`src/rtl/div_ctrl_pkg.sv`:
```
// Shared definitions for the divider reconfiguration controller.
// Holds the FSM state encoding, the ratio width, the smallest legal ratio
// and the default values of the top-level parameters.
package div_ctrl_pkg;

    localparam int              DIV_W        = 8;
    localparam logic [DIV_W-1:0] DIV_MIN     = 8'd2;
    localparam logic [DIV_W-1:0] RST_DIV_DEF = 8'd2;
    localparam int              GATE_CYC_DEF = 2;
    localparam int              TMO_CYC_DEF  = 600;

    typedef enum logic [2:0] {
        ST_IDLE   = 3'd0,
        ST_DRAIN  = 3'd1,
        ST_GATE   = 3'd2,
        ST_LOAD   = 3'd3,
        ST_SETTLE = 3'd4,
        ST_ACK    = 3'd5,
        ST_WAITLO = 3'd6
    } state_t;

endpackage

```
`src/rtl/div_cfg_ctrl_if.sv`:
```
// Configuration request handshake between a requester and div_cfg_ctrl.
//
// Handshake (four-phase): the requester raises cfg_req with cfg_val and
// holds both until it sees the one-cycle cfg_ack pulse; cfg_err is valid
// in that same cycle. The requester then drops cfg_req, and the controller
// will not start another transaction until it has seen cfg_req low.
// cfg_busy is high from acceptance through the ACK cycle.
//
//   cfg_req   requester -> controller  request level
//   cfg_val   requester -> controller  requested divide ratio
//   cfg_ack   controller -> requester  completion pulse
//   cfg_err   controller -> requester  rejected ratio or timeout
//   cfg_busy  controller -> requester  transaction in progress
interface div_cfg_ctrl_if;
    import div_ctrl_pkg::*;

    logic             cfg_req;
    logic [DIV_W-1:0] cfg_val;
    logic             cfg_ack;
    logic             cfg_err;
    logic             cfg_busy;

    modport master (
        output cfg_req,
        output cfg_val,
        input  cfg_ack,
        input  cfg_err,
        input  cfg_busy
    );

    modport slave (
        input  cfg_req,
        input  cfg_val,
        output cfg_ack,
        output cfg_err,
        output cfg_busy
    );

endinterface

```
`src/rtl/div_ctrl_tmo.sv`:
```
// Saturating timeout counter shared by the DRAIN and SETTLE waits.
//
//   clk      block clock
//   rst_n    asynchronous active-low reset
//   clr      synchronous clear (takes priority over en)
//   en       count one cycle
//   expired  count has reached TMO_CYC; the counter holds there
module div_ctrl_tmo #(
    parameter int TMO_CYC = 600
) (
    input  logic clk,
    input  logic rst_n,
    input  logic clr,
    input  logic en,
    output logic expired
);

    localparam int            CW    = $clog2(TMO_CYC + 1);
    localparam logic [CW-1:0] LIMIT = CW'(TMO_CYC);

    logic [CW-1:0] cnt;

    always_ff @(posedge clk or negedge rst_n) begin
        if (!rst_n) begin
            cnt <= '0;
        end else if (clr) begin
            cnt <= '0;
        end else if (en && (cnt != LIMIT)) begin
            cnt <= cnt + CW'(1);
        end
    end

    assign expired = (cnt == LIMIT);

endmodule

```
`src/rtl/div_cfg_ctrl.sv`:
```
// Glitch-free reconfiguration controller for an odd/even clock divider.
// A new ratio is accepted over a four-phase handshake, the divider is let
// finish its current output period, held off for GATE_CYC cycles, then the
// ratio and the enable are updated on the same edge. The controller then
// waits one full period at the new ratio before acknowledging.
//
//   clk        block clock (also clocks the divider)
//   rst_n      asynchronous active-low reset
//   cfg        request handshake (slave side)
//   div_cfg    registered ratio to the divider
//   div_en     divider run enable
//   div_done   divider end-of-period pulse
//   state_dbg  current FSM state
module div_cfg_ctrl
    import div_ctrl_pkg::*;
#(
    parameter logic [DIV_W-1:0] RST_DIV  = RST_DIV_DEF,
    parameter int               GATE_CYC = GATE_CYC_DEF,
    parameter int               TMO_CYC  = TMO_CYC_DEF
) (
    input  logic             clk,
    input  logic             rst_n,
    div_cfg_ctrl_if.slave    cfg,
    output logic [DIV_W-1:0] div_cfg,
    output logic             div_en,
    input  logic             div_done,
    output state_t           state_dbg
);

    localparam int            GW       = (GATE_CYC > 1) ? $clog2(GATE_CYC) : 1;
    localparam logic [GW-1:0] GATE_END = GW'(GATE_CYC - 1);

    state_t           state;
    logic [DIV_W-1:0] shadow;
    logic [GW-1:0]    gate_cnt;
    logic             err_flag;
    logic             tmo_en;
    logic             tmo_clr;
    logic             tmo_expired;

    // The counter runs only in the two waiting states and is held clear
    // elsewhere, so it always starts from zero on entry to either.
    assign tmo_en  = (state == ST_DRAIN) || (state == ST_SETTLE);
    assign tmo_clr = !tmo_en;

    div_ctrl_tmo #(
        .TMO_CYC (TMO_CYC)
    ) u_tmo (
        .clk     (clk),
        .rst_n   (rst_n),
        .clr     (tmo_clr),
        .en      (tmo_en),
        .expired (tmo_expired)
    );

    assign state_dbg = state;

    always_ff @(posedge clk or negedge rst_n) begin
        if (!rst_n) begin
            state        <= ST_IDLE;
            shadow       <= RST_DIV;
            div_cfg      <= RST_DIV;
            div_en       <= 1'b1;
            gate_cnt     <= '0;
            err_flag     <= 1'b0;
            cfg.cfg_ack  <= 1'b0;
            cfg.cfg_err  <= 1'b0;
            cfg.cfg_busy <= 1'b0;
        end else begin
            case (state)
                ST_IDLE: begin
                    if (cfg.cfg_req) begin
                        cfg.cfg_busy <= 1'b1;
                        if (cfg.cfg_val >= DIV_MIN) begin
                            shadow   <= cfg.cfg_val;
                            err_flag <= 1'b0;
                            state    <= ST_DRAIN;
                        end else begin
                            // Illegal ratio: divider untouched, answer at once.
                            err_flag    <= 1'b1;
                            cfg.cfg_ack <= 1'b1;
                            cfg.cfg_err <= 1'b1;
                            state       <= ST_ACK;
                        end
                    end
                end

                ST_DRAIN: begin
                    // Stop the divider only at a period boundary; a stuck
                    // divider is stopped anyway after the timeout.
                    if (div_done || tmo_expired) begin
                        if (!div_done) begin
                            err_flag <= 1'b1;
                        end
                        div_en   <= 1'b0;
                        gate_cnt <= '0;
                        state    <= ST_GATE;
                    end
                end

                ST_GATE: begin
                    if (gate_cnt == GATE_END) begin
                        state <= ST_LOAD;
                    end else begin
                        gate_cnt <= gate_cnt + GW'(1);
                    end
                end

                ST_LOAD: begin
                    // Ratio and enable move together so the divider never
                    // runs while its ratio is changing.
                    div_cfg <= shadow;
                    div_en  <= 1'b1;
                    state   <= ST_SETTLE;
                end

                ST_SETTLE: begin
                    if (div_done || tmo_expired) begin
                        cfg.cfg_ack <= 1'b1;
                        cfg.cfg_err <= err_flag || !div_done;
                        state       <= ST_ACK;
                    end
                end

                ST_ACK: begin
                    cfg.cfg_ack  <= 1'b0;
                    cfg.cfg_err  <= 1'b0;
                    cfg.cfg_busy <= 1'b0;
                    state        <= ST_WAITLO;
                end

                ST_WAITLO: begin
                    if (!cfg.cfg_req) begin
                        state <= ST_IDLE;
                    end
                end

                default: begin
                    state <= ST_IDLE;
                end
            endcase
        end
    end

endmodule

```
`src/flat_wrapper.sv`:
```
// flat-port wrapper written by rule: the top's interface ports become plain ports
module div_cfg_ctrl_flat import div_ctrl_pkg::*;
#(
    parameter logic [DIV_W-1:0] RST_DIV  = RST_DIV_DEF,
    parameter int               GATE_CYC = GATE_CYC_DEF,
    parameter int               TMO_CYC  = TMO_CYC_DEF
)
  (clk, rst_n, div_cfg, div_en, div_done, state_dbg, cfg_cfg_req, cfg_cfg_val, cfg_cfg_ack, cfg_cfg_err, cfg_cfg_busy);
  div_cfg_ctrl_if cfg_i ();
  input  logic clk;
  input  logic rst_n;
  output logic [DIV_W-1:0] div_cfg;
  output logic div_en;
  input  logic div_done;
  output state_t state_dbg;
  input wire logic [$bits(cfg_i.cfg_req)-1:0] cfg_cfg_req;
  input wire logic [$bits(cfg_i.cfg_val)-1:0] cfg_cfg_val;
  output wire logic [$bits(cfg_i.cfg_ack)-1:0] cfg_cfg_ack;
  output wire logic [$bits(cfg_i.cfg_err)-1:0] cfg_cfg_err;
  output wire logic [$bits(cfg_i.cfg_busy)-1:0] cfg_cfg_busy;
  assign cfg_i.cfg_req = cfg_cfg_req;
  assign cfg_i.cfg_val = cfg_cfg_val;
  assign cfg_cfg_ack = cfg_i.cfg_ack;
  assign cfg_cfg_err = cfg_i.cfg_err;
  assign cfg_cfg_busy = cfg_i.cfg_busy;
  div_cfg_ctrl #(.RST_DIV(RST_DIV), .GATE_CYC(GATE_CYC), .TMO_CYC(TMO_CYC)) u_core (.clk(clk), .rst_n(rst_n), .cfg(cfg_i), .div_cfg(div_cfg), .div_en(div_en), .div_done(div_done), .state_dbg(state_dbg));
endmodule
```
`config.mk`:
```
export PLATFORM = sky130hd
export DESIGN_NAME = div_cfg_ctrl_flat
export DESIGN_NICKNAME = d
export VERILOG_FILES = /design/src/rtl/div_ctrl_pkg.sv /design/src/rtl/div_cfg_ctrl_if.sv /design/src/rtl/div_ctrl_tmo.sv /design/src/rtl/div_cfg_ctrl.sv /design/src/flat_wrapper.sv
export SDC_FILE = /design/constraint.sdc
export NUM_CORES = 1
export LEC_CHECK = 0
export CAP_MARGIN = 20
export CORE_ASPECT_RATIO = 0.9
export CORE_MARGIN = 1
export CORE_UTILIZATION = 40
export DETAILED_ROUTE_END_ITERATION = 12
export GPL_TIMING_DRIVEN = 0
export PLACE_DENSITY = 0.6
export SYNTH_ARGS = -nofsm -noshare
export SYNTH_HDL_FRONTEND = slang
export SYNTH_HIERARCHICAL = 1
export SYNTH_SLANG_ARGS = --single-unit
```
`constraint.sdc`:
```
create_clock -name clk -period 3 [get_ports clk]
set_clock_uncertainty 0.2 [all_clocks]
set_input_delay 0.3 -clock clk [delete_from_list [all_inputs] [get_ports clk]]
set_output_delay 0.3 -clock clk [all_outputs]
set_load 0.01 [all_outputs]
```
After elaboration in Yosys (flattened, before gate mapping) --
Cells that the tools add are included.
Word-level totals: register bits 35, bits in latches 0, bits in writable memories 0, memory bits (read-only) 0, input port bits 12, output and inout bits 15, logic and storage cells 73, memories kept 0
Operators by class: add/subtract/negate cells 2, multiply operators 0, divide/modulo/power cells 0, magnitude comparators 1, eq/ne operators 16, shift-type cells 0, mux-type cells 26, bitwise gates (word level) 0, reductions and logical operators 18
Operators by type and width (number):
- one-hot mux 3 bit (7 select lines) | 1
- two-way mux 10 bit | 2
- two-way mux 3 bit | 6
- != test 2 bit, second input constant | 6
- two-way mux 1 bit | 11
- adder 10 x 1 -> 10 bit, second input constant | 1
- equality test 10 bit, second input constant | 1
- != test 10 bit, second input constant | 1
- equality test 3 bit, second input constant | 3
- >= comparator 8 x 2 -> 1 bit, second input constant | 1
- one-hot mux 1 bit (2 select lines) | 4
- AND reduction 4 bit | 2
- nonzero test 2 bit | 4
- equality test 3 x 2 -> 1 bit, second input constant | 2
- one-hot mux 1 bit (3 select lines) | 2
- AND reduction 2 bit | 3
- AND reduction 5 bit | 1
- != test 2 x 1 -> 1 bit, second input constant | 2
- equality test 3 x 1 -> 1 bit, second input constant | 1
- zero test 3 bit | 1
- logical OR 1 bit | 3
- AND reduction 3 bit | 1
- nonzero test 3 bit | 1
- adder 1 bit, second input constant | 1
- 2 further kinds | 2

Longest topological paths before layout --
Gate-level depths: netlist (run 1).
depth in word-level cells 5, mapped depth 8, gate-level depth less buffers 7

Modules after synthesis --
Netlist (run 1), hierarchy kept.
By module, submodules not included:
- div_cfg_ctrl | times used 1, cells each 98, area an instance 1138.6 µm², sequential area each 629.4 µm²
- div_ctrl_tmo | times used 1, cells each 65, area an instance 620.6 µm², sequential area each 250.2 µm²

Worst setup path after synthesis (run 1) --
No wires, ideal clock.
path kind register to register, from register u_core.state[0], in the netlist u_core/state_dbg[0], to register u_core.u_tmo.cnt[0], setup time 0.064 ns, data arrival time 2.009 ns, data required time 2.736 ns, setup slack 0.727 ns, stages on the path, launching flop included 8, buffers on the path 1, period minus slack after synthesis 2.273 ns, cell sequence dfrtp_1 -> buf_2 -> xor2_1 -> nor2b_1 -> inv_1 -> or3b_2 -> o2bb2ai_1 -> or3_1
Between the ends: word-level cells in the longest chain between the ends 4, elaborated cells on any way between the ends 6, classes of those cells eq/ne: 3; mux: 1; reduce/logical: 2
RTL lines:
- start: declaration | RTL line div_cfg_ctrl.sv:33 | state_t state;
- start signal: assignment | RTL line div_cfg_ctrl.sv:60 | state <= ST_IDLE;
- start signal: assignment | RTL line div_cfg_ctrl.sv:77 | state <= ST_DRAIN;
- start signal: assignment | RTL line div_cfg_ctrl.sv:83 | state <= ST_ACK;
- equality test 3 x 1 -> 1 bit or equality test 3 bit (tied branches) | RTL line div_cfg_ctrl.sv:43 | assign tmo_en = (state == ST_DRAIN) || (state == ST_SETTLE);
- logical OR 1 bit (*) | RTL line div_cfg_ctrl.sv:43
- via u_core.tmo_en | RTL line div_cfg_ctrl.sv:37 | logic tmo_en;
- logical AND 1 bit | RTL line div_ctrl_tmo.sv:28 | end else if (en && (cnt != LIMIT)) begin
- != test 2 x 1 -> 1 bit (no line)
- end signal: assignment | RTL line div_ctrl_tmo.sv:29 | cnt <= cnt + CW'(1);
- end: declaration | RTL line div_ctrl_tmo.sv:21 | logic [CW-1:0] cnt;
The timed path passes the listed nets; every way through them passes the cells marked *. A chain may end at the register's enable or synchronous reset.

Final worst setup path (run 1) --
Same ends and word-level chain as after synthesis.

==> results of run 1 <==
[synth_stat cells, types with 4 or more instances]
cell,count
nand2_1,7
a21oi_1,14
o21ai_0,8
nand4_1,5
mux2_2,14
nor2b_1,6
dfrtp_1,32
nor2_1,7
inv_1,10
or3_1,4
o31ai_1,5
[area by class of cell]
class | instances | area share (%)
clock inverter | 2 | 0.740
timing repair buffer | 27 | 12.1
sequential | 35 | 40.0
tap | 60 | 3.41
multi-input combinational | 113 | 37.3
buffer | 5 | 0.968
inverter | 10 | 1.71
clock buffer | 6 | 3.76
[kinds of logic after synthesis]
logic type      count (synthesis)
simple gates                   56
buf+inv                        15
flops                          35
mux                            14
compound gates                 38
xor+xnor                        3
fa+ha+maj                       2
[flip-flops by register name, indices dropped and copies added, names as in the netlist]
register,flops
u_core/cfg.cfg_ack,1
u_core/err_flag,1
u_core/div_cfg,8
u_core/cfg.cfg_err,1
u_core/u_tmo/cnt,10
u_core/state_dbg,3
u_core/cfg.cfg_busy,1
u_core/gate_cnt,1
u_core/div_en,1
u_core/shadow,8
[power groups by stage]
stage | sequential [mW] | combinational (mW) | clock, mW
floorplan | 0.810 | 0.481 | 0
global placement | 0.784 | 0.822 | 0
detailed placement | 0.795 | 0.833 | 0
CTS | 0.786 | 0.836 | 0.371
global route | 0.818 | 0.923 | 0.393
finish | 0.784 | 0.833 | 0.361
[worst max-delay path: stages (launching register included)]
cell and delay (ps):
dfrtp_1 460, buf_2 250, xor2_1 140, nor2b_1 530
inv_1 180, or3b_2 490, a21oi_1 130, or3_1 110
[cells in the final DEF, fill, tap and decap left out, drive strengths merged, types with 5 or more instances in the layout]
cell type,Yosys,routed
o21ai,8,8
inv,10,10
dfrtp,32,32
mux2,14,14
clkdlybuf4s50,0,25
nand2,7,7
nand4,6,6
nor2b,6,6
o31ai,5,5
nor2,7,7
clkbuf,3,9
or3,5,5
a21oi,15,15
[worst paths after layout]
kind                                startpoint                  end  slack [ps]
max                        u_core/state_dbg[0]  u_core/u_tmo/cnt[0]         460
min                          u_core/div_cfg[3]    u_core/div_cfg[3]         270
max reg2reg                u_core/state_dbg[0]  u_core/u_tmo/cnt[0]         460
min reg2reg                  u_core/div_cfg[3]    u_core/div_cfg[3]         270
max in group asynchronous                rst_n  u_core/state_dbg[1]        1710
min in group asynchronous                rst_n  u_core/u_tmo/cnt[2]         410
[metal layers]
| layer | routed length [um] | up-vias |
|---|---|---|
| li1 | - | 664 |
| met1 | 1760 | 661 |
| met4 | 61 | 0 |
| met3 | 143 | 9 |
| met5 | 0 | - |
| met2 | 1600 | 36 |
[what timing repair did]
| action | in CTS | in global routing |
|---|---|---|
| hold buffers | 1 | 0 |
| hold endpoints to repair | 32 | 0 |
| setup buffers | 0 | 0 |
| setup endpoints to repair | 0 | 0 |
==> metrics.cfg, run 1 <==
[sta]
timing.final.ws_setup_ps=456
final-hold-violation-count=0
timing.final.max_slew_violations=0
max-slew-margin-rel_pct=49.8
timing_worst_slew_pin_value_ps=753
setup_viol=0
hold_slack_ps=275
final.min_clock_period_ps=2540
clock.fmax_mhz=393
rsz0062_at_grt=no
setup_tns_ps=0
timing.final.crit_share_pct=84.8

[logic_synthesis]
yosys.area.top_type_share_pct=45.5
post_synthesis_instance_area_mm2=0.00176
dominant_combinational_cell_family_by_area_after_synthesis=simple AND/OR/NAND/NOR gates
yosys-mux-area-fraction_pct=8.96
synth-adder-area-share_pct=1.42
register_area_share_after_synthesis_pct=50.0
complex_gate_fraction_of_the_synthesized_area_pct=13.9
netlist-cell-type-count=44
synth.net_count=177
async_reset_ff_share_pct=100
synth_edf_count=0
ys.flop_type=dfrtp_1
synth_largest_area_cell=dfrtp_1
synth_simple_gate_area_share_pct=20.8
post_synth_inst_count=163
synth_area_leaders=dfrtp_1 (46%), mux2_2 (9.0%), dfstp_2 (4.5%)
synth-warning-count=6
synthesis_stage_register_bit_count=35
synthesis.area_per_instance_um2=10.8
post_synth_xor_area_fraction_pct=1.49

[clocking]
number_of_buffers_added_by_the_clock_tree_synthesis_step=5
worst_skew_pair.late_latency_ps=290
post_cts.resized_instances=0
ctsLongestPathBuffers=2
clock_sink_count=35
worst_setup_hold_path_clk_slew_ps=70
clk_root_buffer_cell=clkbuf_8
tritoncts=done
cts-htree-levels=2

[finish]
n_antenna_cell=0
layout.filler_cells=360
stdcell_count=258
layout.area.seq_um2=880
proportion_of_layout_cells_with_a_drive_suffix_above_1_pct=18.2
finalNetCount=211
multi_input_area_um2=821
layout-area-overhead-vs-synth_pct=25.0
fin_area_mm2=0.00220
final_core_utilization_pct=52.9

[pwr]
switching_component_of_the_power_mw=0.703
seq_power_share_pct=39.6
power.leakage_nw=0.897
share_clk_of_total_power_pct=18.3
intPower_mw=1.28
power.density_mw_per_mm2=900
pwr-share-comb_pct=42.1
post-layout-total-power_mw=1.98
ir_drop_mv=0.441
sw_share_pct=35.5

[die]
core_area_mm2=0.00416
initial_core_util_pct=42.3
fp.dieH_um=64.9
top_level_ports=27
fp-row-count=22
die_x_um=71.9
die-area_mm2=0.00467

[global_route]
vias_in_the_first_global_route=1362
grt_util_met1_pct=23.8
grt_busiest_layer=met2
initial_antenna_violation_count=0
global_route.usage.met3_pct=4.35
grt_start_max_net_pins=36
globalRouteOverflowTotal=0
globalRouteTotalUtil_pct=17.8
grt.met2_usage_pct=27.5
grt_first_pass_wirelength_mm=6.38

[worst_hold_path]
hp-class=flip-flop to flip-flop
min_delay_path_depth=2

[critical_path]
cp-start-kind=flip-flop
setup.worst_path.class=flip-flop to flip-flop
critPathRequiredTime_ps=3030
crit_path_end_kind=flip-flop
arr_time_crit_path_ps=2570
critical_path_peak_fanout=10
ff2ff_path_depth=7

[outcome]
status=finished clean

[detailed_routing]
post_drt_wl_per_cell_um=13.8
detail_route.drc_violations=0
routed-via-count=1370
first_pass_iters=5
post_drt_via_cell_ratio=5.31
wirelength_mm=3.57
drt_first_iter_violations=54
ant_nets=0

[placement]
post-dp-hpwl_mm=2.55
placedCellCount=249
gp_routability_congestion=0.840
io_buffer_count=26
place_area_mm2=0.00209
dpl_worst_slack_ps=472

[run]
max_cap_violations=0

Note: power is estimated with default switching activity, not from simulation.
==> inputs of run 2 (changes only) <==
==> constraint.sdc (replaced) <==
create_clock -name clk -period 2.5 [get_ports clk]
set_clock_uncertainty 0.2 [all_clocks]
set_input_delay 0.25 -clock clk [delete_from_list [all_inputs] [get_ports clk]]
set_output_delay 0.25 -clock clk [all_outputs]
set_load 0.01 [all_outputs]
==> run 2 against run 1 <==
  * Die area unchanged
  * Wire length about the same
  * Worst hold slack unchanged
  * Critical path type unchanged
  * Highest routed layer unchanged
==> metrics.cfg, run 2 (synthesized netlist as in run 1, its figures left out) <==
[outcome]
status=finished clean

[finish]
proportion_of_layout_cells_with_a_drive_suffix_above_1_pct=18.7
layout-area-overhead-vs-synth_pct=25.4
multi_input_area_um2=828
number_of_flip_flops_under_the_largest_register_name=10
n_antenna_cell=0
top_register_by_number_of_flip_flops=u_core/u_tmo/cnt
mostFrequentLayoutCells=dfrtp_1 (32), clkdlybuf4s50_1 (25), mux2_2 (14), a21oi_1 (14), inv_1 (10)
mostFrequentLayoutCell=dfrtp_1
layout.filler_cells=360
layout.area.seq_um2=880
reg.largest.list=u_core/u_tmo/cnt (10), u_core/div_cfg (8), u_core/shadow (8)
finalNetCount=211
stdcell_count=258
fin_area_mm2=0.00221

[detailed_routing]
detail_route.drc_violations=0
drt_first_iter_violations=54
ant_nets=0
post_drt_via_cell_ratio=5.31
routed-via-count=1370
post_drt_wl_per_cell_um=13.8
first_pass_iters=5
wirelength_mm=3.57

[sta]
timing.final.max_slew_violations=0
rsz0062_at_grt=no
final-hold-violation-count=0
clock.fmax_mhz=446
setup_tns_ps=0
hold_slack_ps=275
timing.final.crit_share_pct=89.6
timing_worst_slew_pin_value_ps=753
final.min_clock_period_ps=2240
timing.final.ws_setup_ps=259
max-slew-margin-rel_pct=49.8
setup_viol=0

[clocking]
number_of_buffers_added_by_the_clock_tree_synthesis_step=5
clk_root_buffer_cell=clkbuf_8
ctsLongestPathBuffers=2
worst_skew_pair.late_latency_ps=290
worst_setup_hold_path_clk_slew_ps=80
clock_sink_count=35
cts-htree-levels=2
tritoncts=done

[die]
fp-row-count=22
core_area_mm2=0.00416
die-area_mm2=0.00467
fp.dieH_um=64.9
top_level_ports=27
initial_core_util_pct=42.3
die_x_um=71.9

[critical_path]
setup.worst_path.class=flip-flop to flip-flop
critPathRequiredTime_ps=2520
timing.rr.end=u_core/u_tmo/cnt[9]
ff2ff_path_depth=6
setup_slack_of_the_worst_register_to_register_path_ps=260
cp-start-kind=flip-flop
critical_path_peak_fanout=10
arr_time_crit_path_ps=2260
worstReg2RegStart=u_core/state_dbg[0]
crit_path_end_kind=flip-flop

[pwr]
power.leakage_nw=0.902
ir_drop_mv=0.529
power.density_mw_per_mm2=1090

[global_route]
initial_antenna_violation_count=0
grt_first_pass_wirelength_mm=6.38
grt_start_max_net_pins=36
globalRouteOverflowTotal=0
globalRouteTotalUtil_pct=17.8
vias_in_the_first_global_route=1362

[run]
max_cap_violations=0

[worst_hold_path]
hp-start=u_core/div_cfg[3]
hp-class=flip-flop to flip-flop
hold-path-endpoint=u_core/div_cfg[3]
min_delay_path_depth=2

[placement]
dpl_worst_slack_ps=-28.2
io_buffer_count=26
placedCellCount=249
gp_routability_congestion=0.840
post-dp-hpwl_mm=2.55
place_area_mm2=0.00209

## run 2: per-layer routing
metal	GRT usage, %	vias to the layer above	part of all wire, %
met5	0	-	0
met4	7.84	0	1.7
met3	4.35	9	4.0
met2	27.5	36	45
met1	23.8	661	49
li1	-	664	-
## run 2: timing repair
action | in CTS | in global routing
hold endpoints to repair | 32 | 0
hold buffers | 1 | 0
buffers inserted | 0 | 0
resized for setup | 1 | 1
setup endpoints to repair | 5 | 6
## run 2: final cells by class
type	count	share of cell area, %
sequential	35	39.9
buffer	5	0.964
inverter	10	1.70
timing repair buffer	27	12.0
tap	60	3.40
clock buffer	6	3.74
multi-input combinational	113	37.5
clock inverter	2	0.737
## run 2: critical path: stages (launching register included)
cell and delay (ps):
dfrtp_1 460, buf_2 250, xor2_1 170, nor2b_4 280, nand4_4 180, or4_1 500, a21oi_1 150
## run 2: worst max path at each step
stage                     depth (start not counted)                start  slack [ps]                   to
after detailed placement                          7  u_core/state_dbg[0]         -30  u_core/u_tmo/cnt[0]
after global placement                            7  u_core/state_dbg[0]          30  u_core/u_tmo/cnt[0]
after floorplan                                   7  u_core/state_dbg[0]         230  u_core/u_tmo/cnt[0]
after global routing                              7  u_core/state_dbg[0]         100  u_core/u_tmo/cnt[0]
final                                             6  u_core/state_dbg[0]         260  u_core/u_tmo/cnt[9]
after CTS                                         7  u_core/state_dbg[0]         170  u_core/u_tmo/cnt[0]
## run 2: where the power goes
group,switching (mW),internal (mW),total [mW]
Sequential,0.149,0.793,0.941
Combinational,0.492,0.528,1.02
Clock,0.209,0.225,0.433
Total,0.849,1.55,2.39
## run 2: metrics by stage
| step | total power [mW] | utilization [%] |
|---|---|---|
| 2_1_floorplan | 1.55 | - |
| 3_3_place_gp | 1.93 | 50.4 |
| 3_5_place_dp | 1.95 | 50.3 |
| 4_1_cts | 2.40 | 52.9 |
| 5_1_grt | 2.58 | 53.1 |
| 6_report | 2.39 | 53.1 |
==> inputs of run 3 (changes only) <==
--- a/config.mk
+++ b/config.mk
@@ -8,10 +8,11 @@
 export CAP_MARGIN = 20
 export CORE_ASPECT_RATIO = 0.9
 export CORE_MARGIN = 1
-export CORE_UTILIZATION = 40
+export CORE_UTILIZATION = 55
+export CTS_BUF_LIST = sky130_fd_sc_hd__clkbuf_8
 export DETAILED_ROUTE_END_ITERATION = 12
 export GPL_TIMING_DRIVEN = 0
-export PLACE_DENSITY = 0.6
+export PLACE_DENSITY = 0.79
 export SYNTH_ARGS = -nofsm -noshare
 export SYNTH_HDL_FRONTEND = slang
 export SYNTH_HIERARCHICAL = 1
==> run 3 against run 2 <==
  * Clock power is 21% higher
  * Die area shrank 27%
  * Core utilization increased by 19 points
  * Largest power group unchanged
==> metrics.cfg, run 3 (synthesized netlist as in run 1, its figures left out) <==
[finish]
mostFrequentLayoutCells=dfrtp_1 (32), clkdlybuf4s50_1 (25), mux2_2 (14), a21oi_1 (14), inv_1 (10)
layout-area-overhead-vs-synth_pct=25.2
fin_area_mm2=0.00220
top_register_by_number_of_flip_flops=u_core/u_tmo/cnt
layout.filler_cells=239
n_antenna_cell=0
number_of_flip_flops_under_the_largest_register_name=10
proportion_of_layout_cells_with_a_drive_suffix_above_1_pct=18.7
mostFrequentLayoutCell=dfrtp_1
reg.largest.list=u_core/u_tmo/cnt (10), u_core/div_cfg (8), u_core/shadow (8)
finalNetCount=211

[die]
fp.dieH_um=55.7
fp-row-count=19
die-area_mm2=0.00343
initial_core_util_pct=57.8
die_x_um=61.6
top_level_ports=27
core_area_mm2=0.00304

[clocking]
cts_setup_buffers=0
ctsLongestPathBuffers=2
cts-htree-levels=2
clock_sink_count=35
tritoncts=done
clk_root_buffer_cell=clkbuf_8
worst_setup_hold_path_clk_slew_ps=70
number_of_buffers_added_by_the_clock_tree_synthesis_step=5
worst_skew_pair.late_latency_ps=290

[critical_path]
crit_path_end_kind=flip-flop
arr_time_crit_path_ps=2260
setup.worst_path.class=flip-flop to flip-flop
critPathRequiredTime_ps=2510
critical_path_peak_fanout=10
cp-start-kind=flip-flop

[placement]
place_area_mm2=0.00207
dpl_worst_slack_ps=3.03
io_buffer_count=26
post-dp-hpwl_mm=2.61
gp_routability_congestion=0.922

[detailed_routing]
routed-via-count=1411
wirelength_mm=3.69
ant_nets=0
post_drt_wl_per_cell_um=15.4
detail_route.drc_violations=0
first_pass_iters=4
drt_first_iter_violations=113
post_drt_via_cell_ratio=5.88

[sta]
timing_worst_slew_pin_value_ps=755
rsz0062_at_grt=no
final.min_clock_period_ps=2250
setup_tns_ps=0
timing.final.crit_share_pct=89.9
final-hold-violation-count=0
max-slew-margin-rel_pct=49.7
timing.final.ws_setup_ps=252
setup_viol=0
clock.fmax_mhz=445
timing.final.max_slew_violations=0

[run]
max_cap_violations=0

[pwr]
ir_drop_mv=0.664
power.leakage_nw=0.916
power.density_mw_per_mm2=1130

[global_route]
globalRouteOverflowTotal=0
globalRouteTotalUtil_pct=25.7
vias_in_the_first_global_route=1396
grt_first_pass_wirelength_mm=6.49
grt_start_max_net_pins=36
initial_antenna_violation_count=0

[worst_hold_path]
hp-class=flip-flop to flip-flop

[outcome]
status=finished clean

run 3: changes by cell type in the layout (fill, tap and decap cells not counted), sizes merged:
cell      previous run  this run
bufinv               0         1
clkinvlp             1         0
run 3: layout make-up:
cell class	count	area [um^2]	share of cell area (%)
sequential	35	880	39.9
multi-input combinational	113	828	37.6
timing repair buffer	27	265	12.0
clock buffer	6	82.6	3.75
tap	42	52.6	2.39
inverter	10	37.5	1.70
clock inverter	2	35.0	1.59
buffer	5	21.3	0.966
run 3: timing repair:
item | CTS | global route
resized for setup | 1 | 1
endpoints found under the setup margin | 6 | 7
endpoints found under the hold margin | 32 | 0
hold buffers | 1 | 0
pin swaps | 0 | 0
run 3: critical path: stages (launching register included):
cell     delay [ps]
dfrtp_1         450
buf_2           250
xor2_1          170
nor2b_4         280
nand4_1         240
or3_1           430
a21oi_1         160
run 3: path summary, 6_finish.rpt:
kind	cells after the start	endpoint	slack (ps)	startpoint
setup / recovery	6	u_core/u_tmo/cnt[6]	250	u_core/state_dbg[0]
max in group asynchronous	2	u_core/shadow[4]	1250	rst_n
setup reg to reg	6	u_core/u_tmo/cnt[6]	250	u_core/state_dbg[0]
hold reg to reg	2	u_core/div_en	270	u_core/div_en
hold / removal	2	u_core/div_en	270	u_core/div_en
min in group asynchronous	2	u_core/shadow[3]	370	rst_n
run 3: per-layer routing:
metal	vias up	routed length, um	GRT usage [%]
li1	669	-	-
met1	696	1690	34.8
met2	41	1780	39.8
met3	5	180	7.67
met4	0	44	7.62
met5	-	0	0
run 3: power breakdown:
part,internal (mW),switching (mW)
clock,0.323,0.203
sequential,0.793,0.151
combinational,0.529,0.500
total,1.64,0.854
run 3: stage by stage:
step,hold WS [ps],utilization (%),power [mW],cells
after CTS,272,72.2,2.50,240
after global placement,260,68.1,1.91,231
after floorplan,-246,-,1.55,163
after global routing,318,72.4,2.66,240
final,268,72.4,2.50,240
after detailed placement,163,67.9,1.96,231
==> RTL change 1 (settings of run 1) <==
The package constant `DIV_W` goes from 8 to 6.
--- a/src/rtl/div_ctrl_pkg.sv
+++ b/src/rtl/div_ctrl_pkg.sv
@@ -3,7 +3,7 @@
 // and the default values of the top-level parameters.
 package div_ctrl_pkg;
 
-    localparam int              DIV_W        = 8;
+    localparam int              DIV_W        = 6;
     localparam logic [DIV_W-1:0] DIV_MIN     = 8'd2;
     localparam logic [DIV_W-1:0] RST_DIV_DEF = 8'd2;
     localparam int              GATE_CYC_DEF = 2;
Interface: changed (resized cfg_cfg_val and div_cfg); port bits go from 27 to 23. No check against the original RTL was run, so the function may have changed too.
==> RTL change 1 against run 1 <==
- synthesized cell count decreased by 11%
- first-iteration DRC count up 33%
- setup slack worse by 0.096 ns
- total power fell by 9.5%
- via count fell by 11%
- count of clock-buffer cells in the layout stayed put
- final area fell by 10%
- sequential cell count decreased by 4
- largest cell class unchanged
- critical path depth is the same
- largest power group unchanged
- critical path type unchanged
- synthesized area shrank 9.8%
- wire length fell by 6.3%
- sequential power fell by 11%
==> RTL change 1: results (changes against run 1) <==
Parameter                              Value

Cells and area
  Syn-to-layout area delta    24.8%
  Proportion of cell area spent on the clock network    4.42% (-0.072 points)
  Non-clock buffer count    27 (-16%)
  Fraction of layout instances using a drive strength above 1    16.0% (-2.2 points)
  # fillers    354 (-1.7%)
  Fraction of standard cell area in multi-input logic    38.5% (+1.2 points)
  Nets@finish    187 (-11%)
  Sequential fraction of total cell area    39.4% (-0.63 points)
  Inverters, non-clock    7 (-3)
  Multi-input combinational cell count    103 (-8.8%)
  Top flop regs    u_core/u_tmo/cnt x10, u_core/div_cfg x6, u_core/shadow x6

Timing
  Worst hold slack across all endpoints    0.200 ns (-0.0749 ns)
  Final worst setup slack    0.360 ns (-0.0960 ns)
  Worst-Margin Slew    0.643 ns (-0.110 ns)

Placed design
  Post-Place Cell Area    1890 um^2 (-9.5%)
  Cell total after placement    214 (-14%)
  Half-perimeter wire length after placement    2380 um (-6.6%)
  Final weighted congestion of routability-driven global placement    0.825 (-1.8%)
  Placement-stage worst setup slack    0.371 ns (-0.101 ns)

Global route
  Global routing usage summed across all routing layers    18.5% (+0.70 points)
  First-pass GRT wire length    5510 um (-14%)
  Maximum number of pins on one net before global-route repair    21 (-42%)

Route
  Total vias in the final route    1222 (-11%)

Power and ir drop
  Clock network fraction of total power    18.6% (+0.3 points)
  Combinational power share    42.5% (+0.4 points)
  PD cells    905 nW/um^2 (+0.57%)
  Leak Pwr    0.812 nW (-9.5%)

CTS
  Number of sinks handled by clock tree synthesis    31 (-11%)

Yosys
  Leading cell types by total area after synthesis    sky130_fd_sc_hd__dfrtp_1 44%, sky130_fd_sc_hd__dfstp_2 5.0%, sky130_fd_sc_hd__mux2_2 4.3%
  Mean instance size in the synthesized netlist    10.9 um^2 (+1.4%)
  Leading cell types by count after synthesis    28 x sky130_fd_sc_hd__dfrtp_1, 11 x sky130_fd_sc_hd__a21oi_1, 7 x sky130_fd_sc_hd__inv_1, 7 x sky130_fd_sc_hd__nand2_1, 7 x sky130_fd_sc_hd__o21ai_0

Status
  Result of the run    finished, final reports clean

Worst setup path
  R2R Setup Slk    0.36 ns (-0.10 ns)
  Arrival time at the worst endpoint    2.66 ns (+0.09 ns)

Worst hold path
  Hold Path Class    input pin to async pin
==> RTL change 1: cell count changes after synthesis, sizes merged, moves of 2 or more <==
cell / run 1 / this run
o31a: 0 / 3
inv: 10 / 7
o31ai: 5 / 3
mux2: 14 / 11
clkbuf: 3 / 1
a21oi: 15 / 11
dfrtp: 32 / 28
nor4: 2 / 0
==> RTL change 1: logic make-up after synthesis <==
| logic type | count (synthesis) | synth area share [%] |
|---|---|---|
| AO/OA/AOI/OAI | 36 | 15.6 |
| buffers and inverters | 11 | 2.84 |
| AND/OR/NAND/NOR | 50 | 20.7 |
| multiplexers | 12 | 8.44 |
| flip-flops | 31 | 49.1 |
| adder cells (fa/ha/maj) | 2 | 1.58 |
| XOR/XNOR | 3 | 1.66 |
==> RTL change 1: layer usage <==
layer,track usage (%),up-vias
li1,-,596
met1,23.5,603
met2,28.4,16
met3,7.12,7
met4,7.74,0
met5,0,-
==> RTL change 2 (flow settings as in run 1) <==
Without the edit above. Make the reset (`rst_n`) synchronous in 2 clocked blocks. Comments in the files are not updated.
--- a/src/rtl/div_ctrl_tmo.sv
+++ b/src/rtl/div_ctrl_tmo.sv
@@ -20,7 +20,7 @@
 
     logic [CW-1:0] cnt;
 
-    always_ff @(posedge clk or negedge rst_n) begin
+    always_ff @(posedge clk) begin
         if (!rst_n) begin
             cnt <= '0;
         end else if (clr) begin
--- a/src/rtl/div_cfg_ctrl.sv
+++ b/src/rtl/div_cfg_ctrl.sv
@@ -55,7 +55,7 @@
 
     assign state_dbg = state;
 
-    always_ff @(posedge clk or negedge rst_n) begin
+    always_ff @(posedge clk) begin
         if (!rst_n) begin
             state        <= ST_IDLE;
             shadow       <= RST_DIV;
Check against the original RTL: differs if rst_n is asserted again (counterexample within 4 cycles, from zero or initial values and one cycle with rst_n low); with rst_n held inactive, the same outputs for 10 cycles.
==> RTL change 2 against run 1 <==
- synthesized area decreased by 10%
- final area down 10%
- critical path depth did not move
- sequential cell count is the same
- setup slack better by 0.090 ns
- wire length shrank 0.22%
- count of clock-buffer cells in the layout is the same
- sequential share of layout area decreased by 4.4 points
- critical path type unchanged
- critical endpoint is now u_core/u_tmo/cnt[7]
Power is not compared: it rests on default switching activity, and its combinational part moved more than twofold at a synthesized area within 25%.
==> RTL change 2: results (changes against run 1) <==
Parameter                              Value

Global route
  Met2 layer usage reported by global route    28.3% (+0.81 points)
  Global routing usage summed across all routing layers    19.2% (+1.4 points)
  Met1 Usage GRT    24.9% (+1.1 points)
  Vias in the first global route    1250 (-8.2%)
  First-pass GRT wire length    5780 um (-9.3%)
  Maximum number of pins on one net before global-route repair    11 (-69%)
  Met3 usage    7.41% (+3.1 points)

Placed design
  Final weighted congestion of routability-driven global placement    0.799 (-5.0%)
  Half-perimeter wire length after placement    2570 um (+0.95%)

Power and ir drop
  Leak Pwr    0.743 nW

Cells and area
  Top flop regs    u_core/u_tmo/cnt x10, u_core/div_cfg x8, u_core/shadow x8
  Fraction of layout instances using a drive strength above 1    7.04% (-11 points)
  Nets@finish    228 (+8.1%)
  # fillers    357 (-0.83%)

CTS
  Number of hold buffers added after cts    0 (-1)
  Postcts setup bufs    0 (unchanged)
  Clock latency of the later-clocked register in the worst-skew pair    0.28 ns

Worst setup path
  Critical path peak fanout    9 (-1)
  Worst path max stage delay    0.51 ns (-0.02 ns)
  Cell family with the largest share of critical-path delay    simple AND/OR/NAND/NOR gates
  Standard cell with the maximum stage delay on the critical path    sky130_fd_sc_hd__or3_2
  Arrival time at the worst endpoint    2.47 ns (-0.10 ns)

Yosys
  Sequential area share after synthesis    44.4% (-5.6 points)
  Post-synth ARST share    0% (-100 points)
  Leading cell types by count after synthesis    35 x sky130_fd_sc_hd__dfxtp_1, 19 x sky130_fd_sc_hd__nand2_1, 15 x sky130_fd_sc_hd__o21ai_0, 13 x sky130_fd_sc_hd__nor2_1
  Number of distinct standard cells referenced by the synthesized netlist    38 (-14%)
  Synth Net Count    195 (+10%)
  Leading cell types by total area after synthesis    sky130_fd_sc_hd__dfxtp_1 44%, sky130_fd_sc_hd__mux2i_1 6.3%, sky130_fd_sc_hd__o21ai_0 4.8%

Timing
  Worst-Margin Slew    0.528 ns (-0.225 ns)

Route
  Violation count after the first detailed-route iteration    128 (+140%)
  Total vias in the final route    1392 (+1.6%)
  Router iterations before antenna repair    4 (-1)
  Total Wirelength    3560 um (-0.22%)

Status
  Result of the run    finished, final reports clean
## RTL change 2: changes by cell type after synthesis, sizes merged, moves of 8 or more
cell   before  now
dfrtp      32    0
nand2       7   19
dfxtp       0   35
nand3       2   10
mux2i       0   10
mux2       14    0
## RTL change 2: routing by layer
layer / vias up / share of wire [%]
li1: 710 / -
met1: 640 / 50
met2: 37 / 44
met3: 5 / 4.8
met4: 0 / 1.2
met5: - / 0
## RTL change 2: path summary, 6_finish.rpt
check	from	end	slack, ns	cells after the start
hold / removal	u_core/shadow[7]	u_core/shadow[7]	0.26	2
setup reg to reg	u_core/state_dbg[2]	u_core/u_tmo/cnt[7]	0.55	7
setup / recovery	u_core/state_dbg[2]	u_core/u_tmo/cnt[7]	0.55	7
hold reg to reg	u_core/shadow[7]	u_core/shadow[7]	0.26	2
## RTL change 2: metrics by stage
step	power (mW)	instances	instance area, um^2	setup slack, ns
2_1_floorplan	0.591	181	1580	0.902
3_3_place_gp	0.645	253	1900	0.609
3_5_place_dp	0.648	253	1900	0.598
4_1_cts	0.958	259	1970	0.576
5_1_grt	0.999	259	1970	0.371
6_report	0.946	259	1970	0.546
## RTL change 2: logic make-up (layout without fill, tap and decap cells)
family          Yosys count  in the layout  synth area share [%]
simple gates             69             69                  24.2
fa+ha+maj                 2              2                  1.58
compound gates           45             45                  17.9
mux                      10             10                  6.34
xor+xnor                  2              2                  1.11
buf+inv                  18             50                  4.52
flops                    35             35                  44.4
## RTL change 2: area by class of cell
type | instances | area (um^2) | area share, %
repair buffers | 26 | 260 | 13.2
flip-flops and latches | 35 | 701 | 35.6
multi-input cells | 128 | 807 | 41.0
clock buffers | 6 | 72.6 | 3.68
plain buffers | 7 | 30.0 | 1.52
inverters | 11 | 41.3 | 2.10
well taps | 46 | 57.6 | 2.92
